==> src/rtl/alu_pkg.sv <==
// -----------------------------------------------------------------------------
// alu_pkg
// Shared definitions for the RV32I execute-stage ALU.
//   XLEN         : datapath width (32)
//   funct3_e     : R-type funct3 operation encodings
//   shift_mode_e : barrel shifter direction/fill selection
//   bit_reverse  : helper used to reuse the right shifter for left shifts
// -----------------------------------------------------------------------------
package alu_pkg;

    localparam int XLEN = 32;

    typedef enum logic [2:0] {
        ADD_SUB = 3'b000,
        SLL     = 3'b001,
        SLT     = 3'b010,
        SLTU    = 3'b011,
        XOR     = 3'b100,
        SRL_SRA = 3'b101,
        OR      = 3'b110,
        AND     = 3'b111
    } funct3_e;

    typedef enum logic [1:0] {
        SHIFT_LL = 2'b00,   // logical left
        SHIFT_RL = 2'b01,   // logical right
        SHIFT_RA = 2'b10    // arithmetic right
    } shift_mode_e;

    function automatic logic [XLEN-1:0] bit_reverse(input logic [XLEN-1:0] v);
        logic [XLEN-1:0] r;
        for (int i = 0; i < XLEN; i++) begin
            r[i] = v[XLEN-1-i];
        end
        return r;
    endfunction

endpackage

==> src/rtl/alu_shifter.sv <==
// -----------------------------------------------------------------------------
// alu_shifter
// Combinational 32-bit barrel shifter, five log2 stages.
//   data  in  [XLEN-1:0] value to shift
//   shamt in  [4:0]      shift amount
//   mode  in  shift_mode_e  left / logical right / arithmetic right
//   res   out [XLEN-1:0] shifted value
// Left shifts are done by reversing the operand, shifting right with zero
// fill, and reversing back, so only one right-shift network is built.
// -----------------------------------------------------------------------------
module alu_shifter
    import alu_pkg::*;
(
    input  logic [XLEN-1:0] data,
    input  logic [4:0]      shamt,
    input  shift_mode_e     mode,
    output logic [XLEN-1:0] res
);

    logic            fill;
    logic [XLEN-1:0] stage [0:5];

    // Sign fill only for arithmetic right; left and logical right fill zeros.
    assign fill     = (mode == SHIFT_RA) ? data[XLEN-1] : 1'b0;
    assign stage[0] = (mode == SHIFT_LL) ? bit_reverse(data) : data;

    for (genvar g = 0; g < 5; g++) begin : g_stage
        localparam int SH = 1 << g;
        assign stage[g+1] = shamt[g] ? {{SH{fill}}, stage[g][XLEN-1:SH]}
                                     : stage[g];
    end

    assign res = (mode == SHIFT_LL) ? bit_reverse(stage[5]) : stage[5];

endmodule

==> src/rtl/rv32_alu.sv <==
// -----------------------------------------------------------------------------
// rv32_alu
// Registered RV32I R-type ALU with zero flag, one cycle latency, one op/cycle.
//   clk    in  rising-edge clock
//   rst_n  in  asynchronous active-low reset (rd=0, z=0 while low)
//   rs1    in  [31:0] operand A
//   rs2    in  [31:0] operand B (shift amount = rs2[4:0])
//   funct3 in  [2:0]  operation select
//   funct7 in  instruction bit 30: SUB over ADD, SRA over SRL
//   rd     out [31:0] registered result
//   z      out registered flag, 1 when the loaded result is zero
// -----------------------------------------------------------------------------
module rv32_alu
    import alu_pkg::*;
(
    input  logic            clk,
    input  logic            rst_n,
    input  logic [XLEN-1:0] rs1,
    input  logic [XLEN-1:0] rs2,
    input  logic [2:0]      funct3,
    input  logic            funct7,
    output logic [XLEN-1:0] rd,
    output logic            z
);

    funct3_e         op;
    logic            sub;
    logic [XLEN-1:0] b_op;
    logic [XLEN-1:0] sum;
    logic            lt_s;
    logic            lt_u;
    shift_mode_e     sh_mode;
    logic [XLEN-1:0] sh_res;
    logic [XLEN-1:0] result;
    logic            result_zero;

    assign op = funct3_e'(funct3);

    // One adder serves ADD and SUB: rs1 - rs2 == rs1 + ~rs2 + 1.
    assign sub  = (op == ADD_SUB) && funct7;
    assign b_op = sub ? ~rs2 : rs2;
    assign sum  = rs1 + b_op + XLEN'(sub);

    assign lt_s = $signed(rs1) < $signed(rs2);
    assign lt_u = rs1 < rs2;

    // funct7 only matters for SRL/SRA; SLL always shifts left.
    assign sh_mode = (op == SLL) ? SHIFT_LL :
                     funct7      ? SHIFT_RA : SHIFT_RL;

    alu_shifter u_shifter (
        .data  (rs1),
        .shamt (rs2[4:0]),
        .mode  (sh_mode),
        .res   (sh_res)
    );

    always_comb begin
        // NOTE: assigning a default before the case keeps every path driven,
        // so no latch can be inferred even if an arm is later removed.
        result = '0;
        unique case (op)
            ADD_SUB: result = sum;
            SLL:     result = sh_res;
            SLT:     result = {{(XLEN-1){1'b0}}, lt_s};
            SLTU:    result = {{(XLEN-1){1'b0}}, lt_u};
            XOR:     result = rs1 ^ rs2;
            SRL_SRA: result = sh_res;
            OR:      result = rs1 | rs2;
            AND:     result = rs1 & rs2;
            default: result = '0;
        endcase
    end

    // Flag taken from the same combinational value that loads rd.
    assign result_zero = (result == '0);

    // NOTE: state registers use non-blocking assignments so every flop samples
    // pre-edge values; the async reset forces both outputs low immediately.
    always_ff @(posedge clk or negedge rst_n) begin
        if (!rst_n) begin
            rd <= '0;
            z  <= 1'b0;
        end else begin
            rd <= result;
            z  <= result_zero;
        end
    end

endmodule

==> config.mk <==
export PLATFORM = sky130hd
export DESIGN_NAME = rv32_alu
export DESIGN_NICKNAME = d
export VERILOG_FILES = /design/src/rtl/alu_pkg.sv /design/src/rtl/alu_shifter.sv /design/src/rtl/rv32_alu.sv
export SDC_FILE = /design/constraint.sdc
export NUM_CORES = 1
export LEC_CHECK = 0
export ABC_CLOCK_PERIOD_IN_PS = 800
export BUFFER_PORTS_ARGS = -buffer_cell sky130_fd_sc_hd__buf_4
export CAP_MARGIN = 10
export CELL_PAD_IN_SITES_DETAIL_PLACEMENT = 0
export CELL_PAD_IN_SITES_GLOBAL_PLACEMENT = 1
export CORE_AREA = 2 2 165 167
export CTS_CLUSTER_SIZE = 16
export DETAILED_ROUTE_END_ITERATION = 8
export DIE_AREA = 0 0 167 169
export MAX_ROUTING_LAYER = met4
export PLACE_DENSITY = 0.69
export SLEW_MARGIN = 20
export SYNTH_ARGS = -nofsm -noshare
export SYNTH_HDL_FRONTEND = slang
export SYNTH_SLANG_ARGS = --single-unit
export TNS_END_PERCENT = 100
==> constraint.sdc <==
create_clock -name clk -period 0.8 [get_ports clk]
set_input_delay 0.08 -clock clk [delete_from_list [all_inputs] [get_ports clk]]
set_output_delay 0.08 -clock clk [all_outputs]
set_load 0.02 [all_outputs]
After elaboration in Yosys (flattened, before gate mapping):

Cells that the tools add are included.
Widths: inputs -> output; s select.

* add/sub/neg operators: 2
* multiply operators: 0
* div/mod/pow operators: 0
* order comparisons: 2
* eq/ne operators: 8
* shift operators: 0
* multiplexer cells: 12
* bitwise operators: 4
* reduce and logical (&&, ||, !) cells: 5

Operator list (number)
* $mux 32: 8
* $pmux 32 s7: 1
* $lt 32x32->1: 2
* $add 32x1->32: 1
* $add 32x32->32: 1
* $and 32x32->32: 1
* $logic_not 32->1: 1
* $not 32->32: 1
* $or 32x32->32: 1
* $xor 32x32->32: 1
* $eq 3x3->1 const B: 4
* $eq 3x2->1 const B: 2
* $mux 2: 2
* $eq 3x1->1 const B: 1
* $logic_not 3->1: 1
* $eq 2x2->1 const B: 1
* $logic_not 2->1: 1
* $reduce_or 2->1: 1
* $logic_and 1x1->1: 1
* $mux 1: 1

* flip-flop bits (word level): 33
* bits in latches: 0
* RAM bits: 0
* bits in read-only memories: 0
* bits of input ports: 70
* output and inout port bits: 33
* word-level logic and storage cells: 35
* memories kept: 0

Longest topological paths before layout:

Gate-level depths: netlist of the first run.

* depth after elaboration: 12
* depth in mapped cells: 17
* depth with buffers taken out: 15

Modules after synthesis:

Synthesis of the first run repeated with hierarchy kept, for this count alone.

* cell total of the unflattened synthesis: 1169
* area, all modules: 9029.9 um^2

Modules (own cells, without submodules)
* rv32_alu: instances 1, cells each 812, area an instance 6178.4 um^2, seq. area each 825.8 um^2
* alu_shifter: instances 1, cells each 357, area an instance 2851.5 um^2, seq. area each 0.0 um^2

Worst setup path after synthesis of the first run:

OpenSTA, ideal clock, no wires.

* path kind: input-to-reg
* start: input port funct3[1]
* end: register z
* setup time: 96 ps
* arrival time: 3942 ps
* required time: 704 ps
* slack: -3238 ps
* stages: 17
* path buffers: 3
* cells stage by stage: buf_6 nor4b_2 buf_1 xnor2_1 ha_1 clkbuf_1 and3_1 and2_1 nand3_1 or4_1 a211oi_1 o22ai_1 o31a_1 xnor2_1 nand2_1 or3b_2 nor4_2

* longest elaborated chain between the ends: 12
* elaborated cells on any way between the ends: 26
* those cells by class: add/sub: 2; eq/ne: 8; mux: 11; reduce/logical: 5

Ends and longest elaborated chain
* start: declaration: line rv32_alu.sv:20 `input logic [2:0] funct3,`
* parallel branches: the longest is 10 deep, another holds $add 32x32->32
* $pmux 32 s7 *: line rv32_alu.sv:62 `unique case (op)`
* $logic_not 32->1 *: line rv32_alu.sv:76 `assign result_zero = (result == '0);`
* net result_zero: line rv32_alu.sv:35 `logic result_zero;`
* end signal: assignment: line rv32_alu.sv:86 `z <= result_zero;`
* end: declaration: line rv32_alu.sv:23 `output logic z`

Mark *: on every way through the listed nets, which the timed path passes.

Final worst setup path of the first run:

* start: input port funct3[2]
* end: register z

* longest elaborated chain between the ends: 12
* elaborated cells on any way between the ends: 26
* those cells by class: add/sub: 2; eq/ne: 8; mux: 11; reduce/logical: 5

Ends and longest elaborated chain
* parallel branches: the longest is 10 deep, another holds $add 32x32->32
* $pmux 32 s7 *: line rv32_alu.sv:62
* net result[29]: line rv32_alu.sv:34 `logic [XLEN-1:0] result;`
* $logic_not 32->1 *: line rv32_alu.sv:76
* net result_zero: line rv32_alu.sv:35

Marked as above.

==> results.md, run 1 <==
* Number of buffers inserted during clock tree synthesis at 5
* Total number of vias at 12200
* WL final at 49900 µm
* Critical path class: in2reg
* Post-synth top area cell: ha_1
* Total number of H-tree levels at 2
* Most common flop cell mapped by yosys: dfrtp_1
* Worst path depth at 19
* Post-detailed-route count of antenna-violating nets at 0
* CP arrival at 3.71 ns
* Hold violation total from the final report at 0
* Area growth from synthesis to final layout at 70.8%
* Max-slew violation count at 0
* Max rail drop VDD at 1.79 mV
* Overall fraction of global-route tracks in use at 35.4%
* Die Ht at 169 µm
* Net Count, Synth at 1406
* Share of final-layout standard cells stronger than drive strength 1 at 49.4%
* Final Wtd Congestion at 1.06
* Number of synthesis warnings at 0
* MaxCap Viol Count at 0
* Unrepaired setup endpoints after global routing: yes
* Via density per instance at 5.86
* Number of flops mapped to enable cells by yosys at 0
* CP Buf/Inv Count at 5
* Setup TNS at -69.96 ns
* Maximum buffer depth of the clock tree at 2
* Remaining design rule violation count at 0
* Seq/Total Area, Yosys at 9.00%
* Antenna violations before repair at 0
* WL per Instance at 24.0 µm
* Core area at 26500 µm²
* Library cell used as clock root buffer: clkbuf_16
* Worst Tran Pin Value at 0.592 ns
* Delay of the slowest cell on the worst path at 0.39 ns
* Maximum number of pins on one net before global-route repair at 50
* Sum of overflow across all layers after global routing at 0
* Post-CTS clock slew at the launch and capture registers of the worst setup and hold paths at 0.05 ns
* Cell Chain, Critical Path: buf_8, nor4b_4, buf_6, buf_12, buf_6, xnor2_2, ha_2, o21ai_1, nand2b_1, a22oi_2, o2111ai_2, a31o_2, a221oi_2, buf_4, o311ai_4, o21ai_2, nor4_2, or3_4, nor4_2
* Leak Pwr at 7.29 nW
* Power per cell area at 1090 nW/µm²
* Number of distinct standard cells referenced by the synthesized netlist at 81
* Area of the die at 28200 µm²
* Violated checks: setup timing
* Leading cell type by number of instances after synthesis: ha_1
* Port bufs at 102
* Run status: finished, violations left
* N_diodes at 0
* Final worst-path cycle share at 442%
* CTS tree: built
* Type of the most critical hold path: in2async
* Crit-path max FO at 5
* Power after layout at 17.0 mW
* Crit-path leading delay family: compound AO/OA/AOI/OAI gates
* First-pass GRT wire length at 73900 µm
* Slowest stage cell, crit path: or3_4
* Biggest area contributors in the synthesized netlist: ha_1 (17%), dfrtp_1 (9.0%), mux4_2 (8.3%), a21oi_1 (6.2%), mux2i_1 (4.8%)
* Worst Slack Setup Final at -2.74 ns
* Violation count after the first detailed-routing iteration at 1437
* Required time of the worst setup path at 0.97 ns
* Area share of the largest cell type after synthesis at 17.3%
* Top cell types by occurrence after synthesis: ha_1 (127), a21oi_1 (114), nor2_1 (105)
* Post-synthesis instance total at 1208
* Flip-flop and latch count after synthesis at 33
* Count of clock tree sinks at 33
* F_max at 283 MHz
* Number of placement rows at 60
* Proportion of register bits with asynchronous set or reset after synthesis at 100%
* Vias in the first global route at 12000
* Starting Density at 34.6%
* I/O pin count at 103
* 1st-pass router iterations at 5
* Final core utilization at 59.1%
* Post-route minimum period at 3.54 ns
* Filler Cells Inserted at 2440
* Mean area per synthesized cell at 7.60 µm²
* Final #Nets at 1935
* Critical path endpoint category: flip-flop
* Max-slew headroom at 60.0%
* Startpoint Class: primary input
* Estimated wirelength of the detail-placed design at 40300 µm
* # setup viols final at 66
* Post-synthesis cell area at 9180 µm²
* Width of the die at 167 µm
[where the power goes]
part	internal (mW)	switching [mW]	total, mW	leakage [nW]
clock	1.55	0.594	2.14	0.0841
combinational	6.27	6.63	12.9	6.79
sequential	1.89	0.111	2.00	0.415
total	9.71	7.33	17.0	7.29
[sequential cells by signal (all words and copies together), names as in the netlist]
signal,cells
rd,32
z,1
[logic make-up after synthesis]
group	share of synthesized area (%)
XOR/XNOR	5.54
buffers and inverters	7.13
flip-flops	9.00
adder cells (fa/ha/maj)	17.5
AO/OA/AOI/OAI	28.0
multiplexers	15.5
AND/OR/NAND/NOR	17.4
[stage by stage]
| step | area [µm²] | std cells | hold slack [ns] | setup WS (ns) |
|---|---|---|---|---|
| global placement | 13700 | 2024 | 0.0229 | -2.99 |
| global route | 15700 | 2079 | 0.324 | -2.86 |
| floorplan | 9410 | 1208 | -0.216 | -2.68 |
| CTS | 15100 | 2070 | 0.289 | -2.67 |
| finish | 15700 | 2079 | 0.289 | -2.74 |
| detailed placement | 13700 | 2024 | 0.0341 | -3.07 |
[final cells by class]
class                           instances  area, µm²  area share (%)
Clock buffer                            7        143           0.910
Clock inverter                          1       30.0           0.192
Inverter                               85        334            2.13
Multi-Input combinational cell       1009       8980            57.3
Sequential cell                        33        826            5.27
Tap cell                              341        427            2.72
Timing Repair Buffer                  603       4930            31.5
[path summary, 6_finish.rpt]
kind                       startpoint  slack (ns)     end
worst max-delay path        funct3[2]       -2.74       z
worst min-delay path            rst_n        0.29   rd[9]
min in group clk               rs2[4]        0.68  rd[12]
max in group asynchronous       rst_n        0.23  rd[31]
[what timing repair did]
item,4_1_cts,5_1_grt
endpoints found under the hold margin,33,0
hold buffers,1,0
gates cloned,2,0
setup buffers,40,17
gates resized for setup,211,90
endpoints found under the setup margin,66,66
pin swaps,61,70
[routing by layer]
layer	up-vias	wire, µm	track usage (%)
met4	0	3300	18.3
met5	-	0	-
met2	662	22400	55.9
met1	5796	20100	44.8
met3	157	4030	4.30
li1	5565	-	-
[cell usage in the layout, fill, tap and decap left out, types with 12 or more instances in the layout]
| cell | n |
|---|---|
| a21o_1 | 14 |
| a21oi_1 | 91 |
| a21oi_2 | 18 |
| a31oi_1 | 12 |
| buf_4 | 523 |
| buf_6 | 67 |
| dfrtp_1 | 33 |
| ha_1 | 114 |
| inv_1 | 73 |
| mux2i_1 | 40 |
| mux4_2 | 35 |
| nand2_1 | 100 |
| nand3_1 | 24 |
| nor2_1 | 94 |
| nor3_1 | 22 |
| o211ai_1 | 14 |
| o21ai_0 | 44 |
| o21bai_1 | 13 |
| o22ai_1 | 22 |
| xnor2_1 | 27 |
| xnor2_2 | 17 |
(Power assumes the default switching activity.)
==> run 2, diff against run 1 <==
--- a/config.mk
+++ b/config.mk
@@ -16,6 +16,7 @@
 export DIE_AREA = 0 0 167 169
 export MAX_ROUTING_LAYER = met4
 export PLACE_DENSITY = 0.69
+export SETUP_SLACK_MARGIN = 0.15
 export SLEW_MARGIN = 20
 export SYNTH_ARGS = -nofsm -noshare
 export SYNTH_HDL_FRONTEND = slang
==> run 2 against run 1 <==
The flow still finishes with violations (setup timing). Global-route usage about the same. Maximum frequency decreased by 3.3%. Setup slack got worse by 0.12 ns. First-iteration DRC count decreased by 11%. Design area decreased by 0.77%. Total power decreased by 0.22%. Largest cell class unchanged. Via count decreased by 0.68%. Die area unchanged. Critical path depth unchanged. Cell count increased by 0.14%.
==> results.md, run 2 (synthesis gave the netlist of run 1 again) <==
* Run status: finished, violations left (unchanged)
* Violated checks: setup timing (unchanged)
* Post-route minimum period at 3.66 ns (was 3.54 ns)
* Via density per instance at 5.81 (was 5.86)
* Final worst-path cycle share at 457% (was 442%)
* Worst Tran Pin Value at 0.605 ns (was 0.592 ns)
* Critical path endpoint category: flip-flop (unchanged)
* Violation count after the first detailed-routing iteration at 1277 (was 1437)
* WL final at 49800 µm (was 49900 µm)
* Type of the most critical hold path: in2async (unchanged)
* Port bufs at 102 (unchanged)
* N_diodes at 0 (unchanged)
* Number of placement rows at 60 (unchanged)
* Maximum buffer depth of the clock tree at 2 (unchanged)
* Crit-path leading delay family: compound AO/OA/AOI/OAI gates (unchanged)
* Required time of the worst setup path at 0.97 ns (about the same)
* Highest-count cells in the layout ignoring fill and taps: buf_4 (517), ha_1 (120), nand2_1 (99) (was buf_4 (523), ha_1 (114), nand2_1 (100))
* First-pass GRT wire length at 73800 µm (was 73900 µm)
* Hold violation total from the final report at 0 (unchanged)
* Number of buffers inserted during clock tree synthesis at 5 (unchanged)
* Core area at 26500 µm² (unchanged)
* Setup TNS at -69.94 ns (was -69.96 ns)
* MaxCap Viol Count at 0 (unchanged)
* Area growth from synthesis to final layout at 69.4% (was 70.8%)
* Power after layout at 17.0 mW (about the same)
* F_max at 273 MHz (was 283 MHz)
* Unrepaired setup endpoints after global routing: yes (unchanged)
* Placed cells at 2024 (unchanged)
* Max-slew violation count at 0 (unchanged)
* Critical path class: in2reg (unchanged)
* 1st-pass router iterations at 6 (was 5)
* Maximum number of pins on one net before global-route repair at 50 (unchanged)
* Final Wtd Congestion at 1.06 (unchanged)
* I/O pin count at 103 (unchanged)
* CP Buf/Inv Count at 5 (unchanged)
* Remaining design rule violation count at 0 (unchanged)
* Estimated wirelength of the detail-placed design at 40300 µm (unchanged)
* Antenna violations before repair at 0 (unchanged)
* Cell Chain, Critical Path: buf_6, nor4b_4, buf_6, buf_12, buf_6, xnor2_2, ha_1, o21ai_1, nand2b_1, a22oi_2, o2111ai_2, a31o_2, a221oi_2, buf_4, xor2_1, a32oi_2, nor4_2, nand4_1, nor4_2 (was buf_8, nor4b_4, buf_6, buf_12, buf_6, xnor2_2, ha_2, o21ai_1, nand2b_1, a22oi_2, o2111ai_2, a31o_2, a221oi_2, buf_4, o311ai_4, o21ai_2, nor4_2, or3_4, nor4_2)
* Final #Nets at 1938 (was 1935)
* Area post-placement at 13700 µm² (unchanged)
* GR Util met3 at 4.89% (was 4.30%)
* CTS tree: built (unchanged)
* Worst hold margin at 0.259 ns (was 0.289 ns)
* Power per cell area at 1090 nW/µm² (about the same)
* # setup viols final at 66 (unchanged)
* Global routing met1 resource utilization at 44.4% (was 44.8%)
* Startpoint Class: primary input (unchanged)
* Post-CTS clock slew at the launch and capture registers of the worst setup and hold paths at 0.05 ns (about the same)
* Area of the die at 28200 µm² (unchanged)
* Worst Slack Setup Final at -2.86 ns (was -2.74 ns)
* Sum of overflow across all layers after global routing at 0 (unchanged)
* Filler Cells Inserted at 2451 (was 2440)
* Peak-usage layer in the global routing report: met2 (unchanged)
* Library cell used as clock root buffer: clkbuf_16 (unchanged)
* Largest register by flop count: rd (unchanged)
* Largest registers: rd x32, z x1 (unchanged)
* Total number of vias at 12100 (was 12200)
* Count of clock tree sinks at 33 (unchanged)
* Delay of the slowest cell on the worst path at 0.40 ns (was 0.39 ns)
* Max-slew headroom at 59.2% (was 60.0%)
* Max rail drop VDD at 1.78 mV (was 1.79 mV)
* Multi-input logic area at 8820 µm² (was 8980 µm²)
* Die Ht at 169 µm (unchanged)
* Crit-path max FO at 5 (unchanged)
* Starting Density at 34.6% (unchanged)
* Width of the die at 167 µm (unchanged)
* WL per Instance at 23.9 µm (was 24.0 µm)
* Max FFs per register at 32 (unchanged)
* Leak Pwr at 7.32 nW (was 7.29 nW)
* Commonest non-fill, non-tap cell in the layout: buf_4 (unchanged)
* Minimum setup slack after placement at -3.07 ns (unchanged)
* Total number of H-tree levels at 2 (unchanged)
* Slowest stage cell, crit path: a22oi_2 (was or3_4)
* Design Area, Final at 15600 µm² (was 15700 µm²)
* Footprint of the flip-flops and latches at 826 µm² (unchanged)
* Non-filler cells, final at 2082 (was 2079)
* Overall fraction of global-route tracks in use at 35.5% (was 35.4%)
* Share of final-layout standard cells stronger than drive strength 1 at 48.5% (was 49.4%)
* Most frequent CP cell: buf_6
* Vias in the first global route at 12000 (about the same)
* CP arrival at 3.83 ns (was 3.71 ns)
* Post-detailed-route count of antenna-violating nets at 0 (unchanged)
* Met2 Track Usage GR at 55.9% (unchanged)
* Final core utilization at 58.7% (was 59.1%)
[run 2: worst max-delay path by stage]
stage | endpoint | from | cells after the start | slack [ns]
after detailed placement | z | funct3[2] | 17 | -3.07
after global routing | z | funct3[0] | 19 | -3.04
after global placement | z | funct3[2] | 17 | -2.99
after CTS | z | funct3[2] | 18 | -2.67
final | z | funct3[0] | 19 | -2.86
after floorplan | z | funct3[1] | 16 | -2.68
[run 2: where the power goes]
| group | internal (mW) | switching, mW |
|---|---|---|
| clock | 1.55 | 0.589 |
| combinational | 6.28 | 6.59 |
| sequential | 1.89 | 0.110 |
[run 2: what timing repair did]
| item | 4_1_cts | 5_1_grt |
|---|---|---|
| pin swaps | 54 | 63 |
| endpoints found under the hold margin | 33 | 0 |
| endpoints found under the setup margin | 66 | 99 |
| hold buffers | 1 | 0 |
| buffers inserted | 32 | 15 |
| gates resized for setup | 199 | 84 |
| gates cloned | 2 | 0 |
[run 2: layer usage]
layer | wire length (µm) | part of all wire (%) | vias up
li1 | - | - | 5550
met1 | 19900 | 40 | 5801
met2 | 22500 | 45 | 598
met3 | 4170 | 8.4 | 148
met4 | 3210 | 6.5 | 0
met5 | 0 | 0 | -
[run 2: final cells by class]
type	count	share of cell area [%]
Clock buffer	7	0.917
Clock inverter	1	0.193
Inverter	85	2.12
Multi-Input combinational cell	1009	56.7
Sequential cell	33	5.31
Tap cell	341	2.74
Timing Repair Buffer	606	32.0
==> run 3, diff against run 2 <==
--- a/config.mk
+++ b/config.mk
@@ -16,6 +16,7 @@
 export DIE_AREA = 0 0 167 169
 export MAX_ROUTING_LAYER = met4
 export PLACE_DENSITY = 0.69
+export REMOVE_ABC_BUFFERS = 1
 export SETUP_SLACK_MARGIN = 0.15
 export SLEW_MARGIN = 20
 export SYNTH_ARGS = -nofsm -noshare
==> run 3 against run 2 <==
Design area up 2.0%. Routed wire length up 7.0%. Cell count up 1.3%. The flow still finishes with violations (setup timing). Die area unchanged. Hold slack worse by 0.013 ns. Non-clock buffer count up 27. Highest routed layer unchanged.
==> results.md, run 3 (synthesis gave the netlist of run 1 again) <==
* Run status: finished, violations left (unchanged)
* Violated checks: setup timing (unchanged)
* Worst hold margin at 0.246 ns (was 0.259 ns)
* Switching share of power at 43.8% (was 42.9%)
* Area of the die at 28200 µm² (unchanged)
* Max-slew headroom at 54.2% (was 59.2%)
* Placed cells at 2041 (was 2024)
* Sum of overflow across all layers after global routing at 0 (unchanged)
* Critical path endpoint category: flip-flop (unchanged)
* Library cell used as clock root buffer: clkbuf_16 (unchanged)
* Area growth from synthesis to final layout at 72.8% (was 69.4%)
* Max FFs per register at 32 (unchanged)
* Minimum setup slack after placement at -3.63 ns (was -3.07 ns)
* Startpoint Class: primary input (unchanged)
* Core area at 26500 µm² (unchanged)
* Estimated wirelength of the detail-placed design at 43400 µm (was 40300 µm)
* Required time of the worst setup path at 0.98 ns (was 0.97 ns)
* CTS tree: built (unchanged)
* Unrepaired setup endpoints after global routing: yes (unchanged)
* WL per Instance at 25.2 µm (was 23.9 µm)
* Die Ht at 169 µm (unchanged)
* Footprint of the flip-flops and latches at 826 µm² (unchanged)
* Final worst-path cycle share at 456% (was 457%)
* Number of placement rows at 60 (unchanged)
* Max-slew violation count at 0 (unchanged)
* Remaining design rule violation count at 0 (unchanged)
* Setup TNS at -71.60 ns (was -69.94 ns)
* Internal Dissipation at 9.43 mW (was 9.72 mW)
* WL final at 53300 µm (was 49800 µm)
* Maximum buffer depth of the clock tree at 2 (unchanged)
* Total number of H-tree levels at 2 (unchanged)
* Final Wtd Congestion at 1.01 (was 1.06)
* Multi-input logic area at 8850 µm² (was 8820 µm²)
* Violation count after the first detailed-routing iteration at 1185 (was 1277)
* Overall fraction of global-route tracks in use at 37.4% (was 35.5%)
* Crit-path max FO at 8 (was 5)
* Non-filler cells, final at 2110 (was 2082)
* Maximum number of pins on one net before global-route repair at 48 (was 50)
* 1st-pass router iterations at 6 (unchanged)
* Port bufs at 102 (unchanged)
* Count of clock tree sinks at 33 (unchanged)
* Part of the total power dissipated in sequential elements at 11.8% (about the same)
* Post-route minimum period at 3.65 ns (was 3.66 ns)
* I/O pin count at 103 (unchanged)
* Post-detailed-route count of antenna-violating nets at 0 (unchanged)
* Highest-count cells in the layout ignoring fill and taps: buf_4 (534), ha_1 (120), nand2_1 (100) (was buf_4 (517), ha_1 (120), nand2_1 (99))
* Design Area, Final at 15900 µm² (was 15600 µm²)
* Via density per instance at 5.81 (about the same)
* Largest registers: rd x32, z x1 (unchanged)
* F_max at 274 MHz (was 273 MHz)
* Largest register by flop count: rd (unchanged)
* Number of buffers inserted during clock tree synthesis at 5 (unchanged)
* Worst Slack Setup Final at -2.85 ns (was -2.86 ns)
* Final #Nets at 1965 (was 1938)
* Share of final-layout standard cells stronger than drive strength 1 at 48.9% (was 48.5%)
* Hold violation total from the final report at 0 (unchanged)
* Launching instance or port of the critical path: funct3[0] (unchanged)
* Vias in the first global route at 11700 (was 12000)
* Type of the most critical hold path: in2async (unchanged)
* Post-CTS clock slew at the launch and capture registers of the worst setup and hold paths at 0.05 ns (about the same)
* Portion of total power attributed to the clock network at 10.7% (was 12.6%)
* Switching power at 7.36 mW (was 7.29 mW)
* Antenna violations before repair at 2 (was 0)
* Final core utilization at 59.9% (was 58.7%)
* Commonest non-fill, non-tap cell in the layout: buf_4 (unchanged)
* Starting Density at 34.6% (unchanged)
* Width of the die at 167 µm (unchanged)
* Worst Tran Pin Value at 0.680 ns (was 0.605 ns)
* Area post-placement at 13600 µm² (was 13700 µm²)
* Total number of vias at 12300 (was 12100)
* Critical path class: in2reg (unchanged)
* Power per cell area at 1060 nW/µm² (was 1090 nW/µm²)
* Power after layout at 16.8 mW (was 17.0 mW)
* Leak Pwr at 7.49 nW (was 7.32 nW)
* MaxCap Viol Count at 0 (unchanged)
* Filler Cells Inserted at 2464 (was 2451)
* CP arrival at 3.83 ns (about the same)
* Max rail drop VDD at 1.91 mV (was 1.78 mV)
* First-pass GRT wire length at 76800 µm (was 73800 µm)
* # setup viols final at 66 (unchanged)
* Comb power frac at 77.4% (was 75.7%)
==> run 3: changes by cell type in the layout (fill, tap and decap cells not counted), moves of 3 or more <==
cell	delta
a21oi_1	-3
a32o_1	-3
a32o_2	+3
buf_12	+9
buf_4	+17
nor2_1	+4
nor2_4	-3
o221ai_2	-3
xnor2_1	-3
==> run 3: power by group through the flow <==
| stage | registers [mW] | clock network, mW | logic, mW |
|---|---|---|---|
| after floorplan | 2.26 | 0 | 4.22 |
| after global placement | 1.97 | 0 | 10.6 |
| after detailed placement | 1.97 | 0 | 10.6 |
| after CTS | 1.99 | 1.83 | 11.9 |
| after global routing | 2.01 | 1.91 | 13.6 |
| final | 1.99 | 1.80 | 13.0 |
==> run 3: area by class of cell <==
cell class,count,area share [%]
timing repair buffer,633,33.3
tap,341,2.69
inverter,85,2.07
antenna,2,0.0316
multi-input combinational,1009,55.8
sequential,33,5.21
clock buffer,7,0.899
==> run 3: routing by layer <==
metal  vias up  track usage (%)  share of wire (%)
met1      5980             51.2                 44
li1       5611                -                  -
met2       580             57.1                 44
met3        92             5.52                8.4
met5         -                -                  0
met4         0             11.0                3.8
==> run 3: what timing repair did <==
| action | 4_1_cts | 5_1_grt |
|---|---|---|
| gates cloned | 1 | 0 |
| setup buffers | 31 | 27 |
| pin swaps | 86 | 56 |
| hold buffers | 1 | 0 |
| endpoints found under the setup margin | 66 | 99 |
| hold endpoints to repair | 33 | 0 |
| gates resized for setup | 228 | 107 |
==> run 3: final timing paths <==
kind,to,slack [ns],cells past startpoint
worst max-delay path,z,-2.85,18
worst min-delay path,rd[6],0.25,2
max in group asynchronous,rd[1],0.33,2
min in group clk,rd[25],0.61,5
==> run 3: critical path: stages <==
cell and delay [ns]:
buf_12 0.11, nor4b_4 0.26, buf_6 0.18, buf_12 0.14, buf_12 0.16, xnor2_1 0.08, ha_1 0.32, and3_4 0.20
and2_4 0.16, nand3_4 0.08, or4_4 0.56, a211oi_4 0.22, o22ai_2 0.12, o31a_1 0.36, xnor2_1 0.14, nand2_1 0.07
or3b_4 0.37, nor4_2 0.21
